==> config.mk <==
export PLATFORM = sky130hd
export DESIGN_NAME = lmsm_sequencer
export DESIGN_NICKNAME = d
export VERILOG_FILES = /design/src/rtl/lmsm_sequencer.sv
export SDC_FILE = /design/constraint.sdc
export NUM_CORES = 1
export LEC_CHECK = 0
export CORE_MARGIN = 2
export CORE_UTILIZATION = 43
export DETAILED_ROUTE_END_ITERATION = 16
export GPL_ROUTABILITY_DRIVEN = 0
export PLACE_DENSITY = 0.78
export RECOVER_POWER = 25
export SLEW_MARGIN = 20
export SYNTH_ARGS = -nofsm -noshare
export SYNTH_HDL_FRONTEND = slang
export SYNTH_SLANG_ARGS = --single-unit
==> constraint.sdc <==
create_clock -name clk -period 1.9 [get_ports clk]
set_clock_uncertainty 0.1 [all_clocks]
set_input_delay 0.38 -clock clk [delete_from_list [all_inputs] [get_ports clk]]
set_output_delay 0.38 -clock clk [all_outputs]
set_load 0.01 [all_outputs]
==> src/rtl/lmsm_sequencer.sv <==
// lmsm_sequencer: decode-stage controller that expands IITB-RISC load-multiple
// (LM) and store-multiple (SM) instructions into one micro-op per register.
// All other instructions pass through as a single micro-op. Fetch is stalled
// through in_ready while a multi-register sequence is in progress.
module lmsm_sequencer #(
  parameter logic [3:0] OPC_LM = 4'b0110,
  parameter logic [3:0] OPC_SM = 4'b0111
) (
  input  logic        clk,
  input  logic        resetn,
  input  logic        flush,
  input  logic        in_valid,
  input  logic [15:0] in_instr,
  output logic        in_ready,
  output logic        uop_valid,
  input  logic        uop_ready,
  output logic [15:0] uop_instr,
  output logic [1:0]  uop_mode,
  output logic [2:0]  uop_reg,
  output logic [2:0]  uop_base,
  output logic [2:0]  uop_offset,
  output logic        uop_last
);

  typedef enum logic {
    IDLE = 1'b0,
    SEQ  = 1'b1
  } state_e;

  typedef enum logic [1:0] {
    MODE_PASS = 2'b00,
    MODE_LM   = 2'b01,
    MODE_SM   = 2'b10
  } mode_e;

  // Index of the lowest set bit; the caller guarantees v != 0.
  function automatic logic [2:0] lowest_set(input logic [7:0] v);
    lowest_set = 3'd0;
    for (int i = 7; i >= 0; i--) begin
      if (v[i]) lowest_set = 3'(i);
    end
  endfunction

  // The instruction encodes R0 in bit 7 and R7 in bit 0; flip it so that bit
  // n of the internal list stands for register Rn.
  function automatic logic [7:0] to_reg_order(input logic [7:0] field);
    for (int r = 0; r < 8; r++) begin
      to_reg_order[r] = field[7-r];
    end
  endfunction

  state_e      state_q, state_d;
  logic [7:0]  remain_q, remain_d;   // registers still to transfer, bit n = Rn
  logic [2:0]  cnt_q, cnt_d;         // word offset of the next transfer

  logic        uop_valid_d;
  logic [15:0] uop_instr_d;
  logic [1:0]  uop_mode_d;
  logic [2:0]  uop_reg_d;
  logic [2:0]  uop_base_d;
  logic [2:0]  uop_offset_d;
  logic        uop_last_d;

  logic        adv;
  logic        accept;
  logic        is_lm;
  logic        is_sm;
  logic [7:0]  in_list;
  logic [2:0]  in_first;
  logic [7:0]  in_rest;
  logic [2:0]  seq_reg;
  logic [7:0]  seq_rest;

  // Handshake and decode of the incoming word and of the pending list.
  always_comb begin
    adv      = !uop_valid || uop_ready;
    in_ready = resetn && (state_q == IDLE) && adv && !flush;
    accept   = in_valid && in_ready;
    is_lm    = (in_instr[15:12] == OPC_LM);
    is_sm    = (in_instr[15:12] == OPC_SM);
    in_list  = to_reg_order(in_instr[7:0]);
    in_first = lowest_set(in_list);
    in_rest  = in_list & ~(8'd1 << in_first);
    seq_reg  = lowest_set(remain_q);
    seq_rest = remain_q & ~(8'd1 << seq_reg);
  end

  // Next-state and next micro-op selection.
  always_comb begin
    // NOTE: every target gets a hold default first so no path leaves a
    // variable unassigned, which would otherwise infer a latch.
    state_d      = state_q;
    remain_d     = remain_q;
    cnt_d        = cnt_q;
    uop_valid_d  = uop_valid;
    uop_instr_d  = uop_instr;
    uop_mode_d   = uop_mode;
    uop_reg_d    = uop_reg;
    uop_base_d   = uop_base;
    uop_offset_d = uop_offset;
    uop_last_d   = uop_last;

    if (flush) begin
      // Redirect: drop any held micro-op and abandon the sequence.
      state_d     = IDLE;
      remain_d    = 8'd0;
      cnt_d       = 3'd0;
      uop_valid_d = 1'b0;
    end else if (adv) begin
      if (state_q == SEQ) begin
        uop_valid_d  = 1'b1;
        uop_reg_d    = seq_reg;
        uop_offset_d = cnt_q;
        remain_d     = seq_rest;
        cnt_d        = cnt_q + 3'd1;
        uop_last_d   = (seq_rest == 8'd0);
        if (seq_rest == 8'd0) begin
          state_d = IDLE;
          cnt_d   = 3'd0;
        end
      end else if (accept) begin
        uop_valid_d = 1'b1;
        uop_instr_d = in_instr;
        if ((is_lm || is_sm) && (in_list != 8'd0)) begin
          uop_mode_d   = is_lm ? MODE_LM : MODE_SM;
          uop_reg_d    = in_first;
          uop_base_d   = in_instr[11:9];
          uop_offset_d = 3'd0;
          remain_d     = in_rest;
          uop_last_d   = (in_rest == 8'd0);
          if (in_rest == 8'd0) begin
            cnt_d = 3'd0;
          end else begin
            cnt_d   = 3'd1;
            state_d = SEQ;
          end
        end else begin
          uop_mode_d   = MODE_PASS;
          uop_reg_d    = 3'd0;
          uop_base_d   = 3'd0;
          uop_offset_d = 3'd0;
          uop_last_d   = 1'b1;
          remain_d     = 8'd0;
          cnt_d        = 3'd0;
        end
      end else begin
        uop_valid_d = 1'b0;
      end
    end
  end

  // State and output registers; reset abandons any sequence immediately.
  always_ff @(posedge clk or negedge resetn) begin
    if (!resetn) begin
      state_q    <= IDLE;
      remain_q   <= 8'd0;
      cnt_q      <= 3'd0;
      uop_valid  <= 1'b0;
      uop_instr  <= 16'd0;
      uop_mode   <= 2'b00;
      uop_reg    <= 3'd0;
      uop_base   <= 3'd0;
      uop_offset <= 3'd0;
      uop_last   <= 1'b0;
    end else begin
      // NOTE: non-blocking so every register samples the pre-edge values.
      state_q    <= state_d;
      remain_q   <= remain_d;
      cnt_q      <= cnt_d;
      uop_valid  <= uop_valid_d;
      uop_instr  <= uop_instr_d;
      uop_mode   <= uop_mode_d;
      uop_reg    <= uop_reg_d;
      uop_base   <= uop_base_d;
      uop_offset <= uop_offset_d;
      uop_last   <= uop_last_d;
    end
  end

endmodule

# After elaboration in Yosys (flattened, before gate mapping)
# Index checks and enable logic that the tools add are counted.
dict set report op_classes {
  n_addsub 1
  eq_ne 2
  shifts 2
  mux 50
  bitwise_logic 6
  n_reduce_logical 18
}
# operator n
set op_table {}
lappend op_table {{$mux W3} 28}
lappend op_table {{$mux W8} 5}
lappend op_table {{$and A8 B8 Y8} 2}
lappend op_table {{$logic_not A8 Y1} 2}
lappend op_table {{$not A8 Y8} 2}
lappend op_table {{$shl A1 B3 Y8 const A} 2}
lappend op_table {{$mux W1} 15}
lappend op_table {{$eq A4 B3 Y1 const B} 2}
lappend op_table {{$reduce_bool A8 Y1} 1}
lappend op_table {{$logic_and A1 B1 Y1} 5}
lappend op_table {{$mux W2} 2}
lappend op_table {{$reduce_and A4 Y1} 1}
lappend op_table {{$reduce_bool A2 Y1} 2}
lappend op_table {{$add A3 B1 Y3 const B} 1}
lappend op_table {{$reduce_and A3 Y1} 1}
lappend op_table {{$reduce_bool A3 Y1} 1}
lappend op_table {{$logic_not A1 Y1} 2}
lappend op_table {{$logic_or A1 B1 Y1} 2}
lappend op_table {{$not A1 Y1} 2}
lappend op_table {{$reduce_and A2 Y1} 1}
dict set report totals {
  ff_bits 41
  in_bits 21
  output_inout_bits 30
  wordCells 89
}

# Logic depth before layout (Yosys ltp)
# Gate-level depths: netlist (run 1).
dict set report depth {
  ltp_word 18
  depth_mapped 6
  ltp_nobuf 5
}

# Worst setup path after synthesis (run 1)
# Ideal clock, no wire load.
dict set report synth_path {
  path_type {reg2reg}
  start {register remain_q[2]}
  end {register cnt_q[0]}
  arrival_ps 1631
  setup_slack_ps 39
  path_stages_with_launch 6
  path_buffers 0
  path_cell_list {dfrtp_1 -> or4_4 -> o41ai_2 -> o211ai_2 -> a41oi_2 -> o21ai_0}
}
dict set report synth_via {
  elab_chain_cells 11
}
# item line
set synth_rtl {}
lappend synth_rtl {{start, declared} 53} ;# logic [7:0] remain_q, remain_d;
lappend synth_rtl {{start signal, assigned} 168} ;# remain_q <= remain_d;
lappend synth_rtl {{$mux W3 (3 in a row)} 40} ;# if (v[i]) lowest_set = 3'(i);
lappend synth_rtl {{$shl A1 B3 Y8} 85} ;# seq_rest = remain_q & ~(8'd1 << seq_reg);
lappend synth_rtl {{$not A8 Y8} 85}
lappend synth_rtl {{$and A8 B8 Y8 *} 85}
lappend synth_rtl {{$logic_not A8 Y1 *} 117} ;# if (seq_rest == 8'd0) begin
lappend synth_rtl {{$mux W3 *} 117}
lappend synth_rtl {{$mux W3 *} 110} ;# if (state_q == SEQ) begin
lappend synth_rtl {{$mux W3 *} 109} ;# end else if (adv) begin
lappend synth_rtl {{$mux W3 *} 103} ;# if (flush) begin
lappend synth_rtl {{end signal, assigned} 169} ;# cnt_q <= cnt_d;
lappend synth_rtl {{end, declared} 54} ;# logic [2:0] cnt_q, cnt_d;
# Mark *: on every way between the ends. The rest lies on a longest branch, timed or not. The select of a mux whose other input is x is not followed.
# A chain may end at the register's enable or synchronous reset.

# Final worst setup path (run 1)
dict set report layout_path {
  start {register remain_q[1]}
  end {register uop_last}
}
dict set report layout_via {
  elab_chain_cells 7
}
# item line
set layout_rtl {}
lappend layout_rtl {{$mux W3 (2 in a row)} 40}
lappend layout_rtl {{$shl A1 B3 Y8} 85}
lappend layout_rtl {{$not A8 Y8} 85}
lappend layout_rtl {{$and A8 B8 Y8 *} 85}
lappend layout_rtl {{$logic_not A8 Y1 *} 116} ;# uop_last_d = (seq_rest == 8'd0);
lappend layout_rtl {{$mux W1 *} 110}
lappend layout_rtl {{end signal, assigned} 176} ;# uop_last <= uop_last_d;
lappend layout_rtl {{end, declared} 22} ;# output logic uop_last
# Mark *: on every way between the ends. The rest lies on a longest branch, timed or not.

==> run metrics, run 1 <==
status=finished, violations left; failing checks=setup timing; synthesis warning total=0; Die X=72.08 um; total placed cells including tap cells=350; WL/cell=18.09 um; Worst Setup SP=remain_q[1]; Final Hold Vio Count=0; initial core utilization=45.15%; Synth-to-Final Area Change=60.39%; Met1 Routed Length=2712 um; commonest cells in the netlist=63 x nand2_1, 41 x dfrtp_1, 18 x o21ai_0; Tightest Hold Check Type=in2async; cts-stage hold buffer count=0; CTS tree=done; Yosys top cell area share=51.48%; Clk Latency, worst-skew pair=0.29 ns; TritonCTS buffer count=5; Regs by FF count=uop_instr (16), remain_q (8); Fill cells=301; Worst VDD drop=0.0004521 V; net count after synthesis=241; Main synth FF type=dfrtp_1; Via density=5.883; Die H=72.08 um; GRT Residual Overflow=0; max_slew headroom=32.91%; final wirelength=6674 um; count of final max-slew check failures=0; main area contributors after synthesis=dfrtp_1 51%, nand2_1 12%, o21ai_0 4.5%; setup TNS=-0.3759 ns; max FFs per register=16; largest area contributor in the netlist=dfrtp_1; Initial DRT Pass Iterations=5; Die Area=5196 um^2; Yosys reg bits=41; WP data required=2.03 ns; met2 WL=3204 um; Syn Inst Count=219; Startpoint Class=flip-flop; Site Rows=24; largest net degree at the start of global routing=42; Final period util=106.1%; I/O pins=51; clock transition at the registers of the reported paths=0.07 ns; Biggest register=uop_instr; Synth Area per Inst=9.101 um^2; Ant. Diodes=0; post-route worst setup slack=-0.1159 ns; total of max-cap violations=0; Setup CP Type=reg2reg; Via Count=2171; top sig layer=met4; port bufs=50; clk buf depth=2; r2r startpoint=remain_q[1]; DP HPWL=3923 um; Pleak=1.515 nW; Min Clock Period, post-route=2.016 ns; fmax=0.4961 GHz; worst slew pin tran=1.006 ns; number of synthesized flops with an enable pin=0; Power Dens Cells=657.8 nW/um^2; Nets=339; synthesized area=1993 um^2; post-synth cell types=42; final setup vio count=5; layout cells sized above 1=24.29%; core box area=4414 um^2; WL met3=502 um; H-tree levels=2; sequential area share after synthesis=51.48%; Clock Tree Root=clkbuf_8; critical-path maximum fanout=4; Finished Layout Cells=369; number of global-route vias before repair=2083; DRC viols=0; ANT nets after route=0; Data arrival, critical path=2.15 ns; initial antenna violation count=0; gr usage total=26.16%; DR iter-0 viols=228; clock sink count=41; first-pass GRT wire length=10290 um; post-layout util=72.42%; most common cell in the synthesized netlist=nand2_1; RSZ-0062 raised after global routing=yes; CP Capture Type=flip-flop; asr flop ratio synth=100.0%
report_power, final:
group | internal [mW] | leakage [nW] | switching [mW] | total, mW
Sequential | 0.950 | 0.540 | 0.0471 | 0.997
Combinational | 0.290 | 0.932 | 0.231 | 0.521
Clock | 0.287 | 0.0433 | 0.298 | 0.585
Total | 1.53 | 1.52 | 0.576 | 2.10
area by class of cell:
cell class                 instances  area [um^2]  area share, %
tap                               52        65.06          2.035
inverter                           5        18.77         0.5871
timing repair buffer              99        967.2          30.25
clock inverter                     1        7.507         0.2348
clock buffer                       6        82.58          2.583
sequential                        41         1026          32.09
multi-input combinational        165         1030          32.21
through the flow:
stage	hold WS (ns)	total power, mW	setup slack [ns]	cell area (um^2)
floorplan	-0.01559	1.157	0.03864	1993
global placement	0.3489	1.460	-0.4068	2813
detailed placement	0.3574	1.470	-0.4314	2813
CTS	0.1069	2.102	-0.09454	3161
global route	0.3908	2.199	-0.1578	3197
finish	0.3315	2.103	-0.1159	3197
placed cells by master (no fill, tap or decap), types with 2 or more instances in the layout:
cell / n
dlygate4sd2_1: 4
o2111ai_1: 2
buf_16: 2
nor2_1: 15
nand3b_1: 3
clkbuf_8: 6
or4_4: 2
o211ai_1: 3
nor2b_1: 2
nand2_1: 62
buf_12: 3
buf_6: 2
o21bai_1: 2
a32o_1: 4
nand3_1: 5
o21ai_0: 15
o21ai_1: 2
a21o_1: 2
buf_4: 40
nor3_1: 3
clkdlybuf4s50_1: 43
inv_1: 5
a31oi_1: 3
dfrtp_1: 41
a22o_1: 4
a21oi_1: 6
kinds of logic after synthesis:
group / Yosys count / synth area share (%)
AND/OR/NAND/NOR: 106 / 23.92
AO/OA/AOI/OAI: 55 / 19.90
flip-flops: 41 / 51.48
buffers and inverters: 13 / 2.511
adder cells (fa/ha/maj): 3 / 1.632
multiplexers: 1 / 0.5649
routing by layer:
| layer | vias up | GRT usage (%) |
|---|---|---|
| li1 | 975 | - |
| met1 | 1034 | 32.19 |
| met2 | 128 | 42.61 |
| met3 | 34 | 8.333 |
| met4 | 0 | 10.69 |
| met5 | - | 0 |
final timing paths:
kind / end / slack (ns) / cells after the start
setup / recovery: uop_last / -0.12 / 5
hold reg to reg: uop_offset[2] / 0.37 / 2
hold / removal: uop_valid / 0.33 / 2
setup reg to reg: uop_last / -0.12 / 5
min in group clk: uop_offset[2] / 0.37 / 2
max in group asynchronous: uop_instr[7] / 0.75 / 2
worst max-delay path, cell delays in order, from the launching register on:
cell and delay [ns]:
dfrtp_1 0.39, or4_4 0.60, o41ai_4 0.28, o211ai_4 0.16, a41oi_4 0.25, mux2_4 0.19
timing repair:
item / in CTS / in global routing
setup endpoints to repair: 9 / 26
gates resized for setup: 23 / 13
pin swaps: 9 / 7
buffers inserted: 13 / 2
cloned: 3 / 0
No activity file was read; power rests on OpenSTA's default activity.
==> inputs of run 2 (changes only) <==
- PLACE_DENSITY: 0.78 -> 0.76
- clock period: 1.9 -> 2.5 ns (I/O delays scaled with it)
==> run 2 against run 1 <==
The run ends with capacitance limit, slew limit left. Power shrank 28%. Critical path depth grew 2. Clock power shrank 27%. Critical endpoint is now uop_reg[0]. Largest power group unchanged.
==> run metrics, run 2 (same netlist as run 1, synthesis figures left out) <==
status=finished, violations left; failing checks=capacitance limit, slew limit; Regs by FF count=uop_instr (16), remain_q (8); Startpoint Class=input port; Synth-to-Final Area Change=38.73%; HP Start=uop_offset[2]; initial core utilization=45.15%; Die Area=5196 um^2; GRT Residual Overflow=0; Tightest Hold Check Type=reg2reg; number of global-route vias before repair=1849; DRC viols=0; Nets=310; Clk Latency, worst-skew pair=0.30 ns; ANT nets after route=0; clock transition at the registers of the reported paths=0.08 ns; port bufs=50; critical-path maximum fanout=7; Met1 Routed Length=2249 um; clk buf depth=2; Pleak=1.272 nW; WL met3=307 um; post-layout util=62.64%; Final period util=84.89%; most frequent cells in the layout=63 x nand2_1, 48 x clkdlybuf4s50_1, 41 x dfrtp_1; I/O pins=51; total of max-cap violations=1; first-pass GRT wire length=8590 um; setup slack, reg-to-reg=0.47 ns; Power Dens Cells=547.0 nW/um^2; top sig layer=met4; r2r startpoint=remain_q[2]; DP HPWL=3674 um; Die X=72.08 um; Setup WS pre-CTS=0.008951 ns; clock sink count=41; WP data required=2.61 ns; most common cell after layout, fill and taps aside=nand2_1; Data arrival, critical path=2.23 ns; final wirelength=5047 um; setup TNS=0 ns; Ant. Diodes=0; Post-CTS Repair Setup Buffers=0; core box area=4414 um^2; Worst VDD drop=0.0003585 V; Hold Path End=uop_offset[2]; gr usage total=21.24%; Clock Tree Root=clkbuf_8; FF-to-FF End=cnt_q[0]; CTS tree=done; Biggest register=uop_instr; layout cells sized above 1=12.11%; worst slew pin tran=1.763 ns; post-route design area=2765 um^2; max FFs per register=16; Worst Reg2Reg Path Length in Cells=5; Die H=72.08 um; WL/cell=14.80 um; Final Hold Vio Count=0; Site Rows=24; Via Count=1876; H-tree levels=2; met2 WL=2419 um; DR iter-0 viols=180; max_slew headroom=-17.52%; count of final max-slew check failures=34; CP Capture Type=flip-flop; placed cell areas=2665 um^2; Via density=5.501; largest net degree at the start of global routing=34; post-route worst setup slack=0.3778 ns; Hold Worst Slack=0.3654 ns; Initial DRT Pass Iterations=5; Min Clock Period, post-route=2.122 ns; fmax=0.4712 GHz; TritonCTS buffer count=5; final setup vio count=0; initial antenna violation count=0; RSZ-0062 raised after global routing=no; cell count of the worst hold path=2; Setup CP Type=in2reg
-- run 2: cell count changes in the layout (fill, tap and decap cells not counted), sizes merged --
cell           delta
clkinv            +2
clkdlybuf4s15     -1
dlygate4sd3       +1
dlygate4sd2       -4
bufbuf            -1
clkdlybuf4s50     +5
clkbuf            -2
buf              -28
-- run 2: worst max-delay path by stage --
stage / end / depth (start not counted) / slack (ns) / from
finish: uop_reg[0] / 7 / 0.38 / uop_ready
global route: remain_q[5] / 2 / 0.17 / resetn
CTS: in_ready / 5 / 0.01 / uop_ready
detailed placement: in_ready / 5 / 0.009 / uop_ready
global placement: in_ready / 5 / 0.03 / uop_ready
floorplan: cnt_q[0] / 4 / 0.60 / in_instr[6]
-- run 2: what timing repair did --
item,CTS,global route
hold buffers,1,0
hold endpoints to repair,8,0
gates resized for setup,0,2
endpoints found under the setup margin,0,1
-- run 2: worst max-delay path, stage by stage --
cell and delay (ns):
clkdlybuf4s50_1 0.47, nor2b_1 0.06, buf_4 0.14, nor4b_2 0.31, o311a_1 0.39, o21ai_0 0.17, o211ai_1 0.19
-- run 2: layout make-up --
type	count	area, um^2
Tap cell	52	65.06
Multi-Input combinational cell	165	922.1
Clock buffer	5	68.82
Inverter	5	18.77
Timing Repair Buffer	70	646.9
Sequential cell	41	1026
Fill cell	391	1649
Clock inverter	3	17.52
-- run 2: per-stage QoR --
| stage | std cells | power (mW) |
|---|---|---|
| 2_1_floorplan | 219 | 0.8792 |
| 5_1_grt | 341 | 1.587 |
| 3_5_place_dp | 332 | 1.100 |
| 3_3_place_gp | 332 | 1.094 |
| 4_1_cts | 341 | 1.525 |
| 6_report | 341 | 1.512 |
-- run 2: where the power goes --
part | switching, mW | internal, mW | total [mW]
clock network | 0.235 | 0.193 | 0.427
registers | 0.0332 | 0.722 | 0.755
logic | 0.149 | 0.181 | 0.330
-- run 2: per-layer routing --
metal | vias up | GRT usage (%)
li1 | 911 | -
met1 | 891 | 28.30
met2 | 67 | 34.86
met3 | 7 | 4.444
met4 | 0 | 6.709
met5 | - | 0
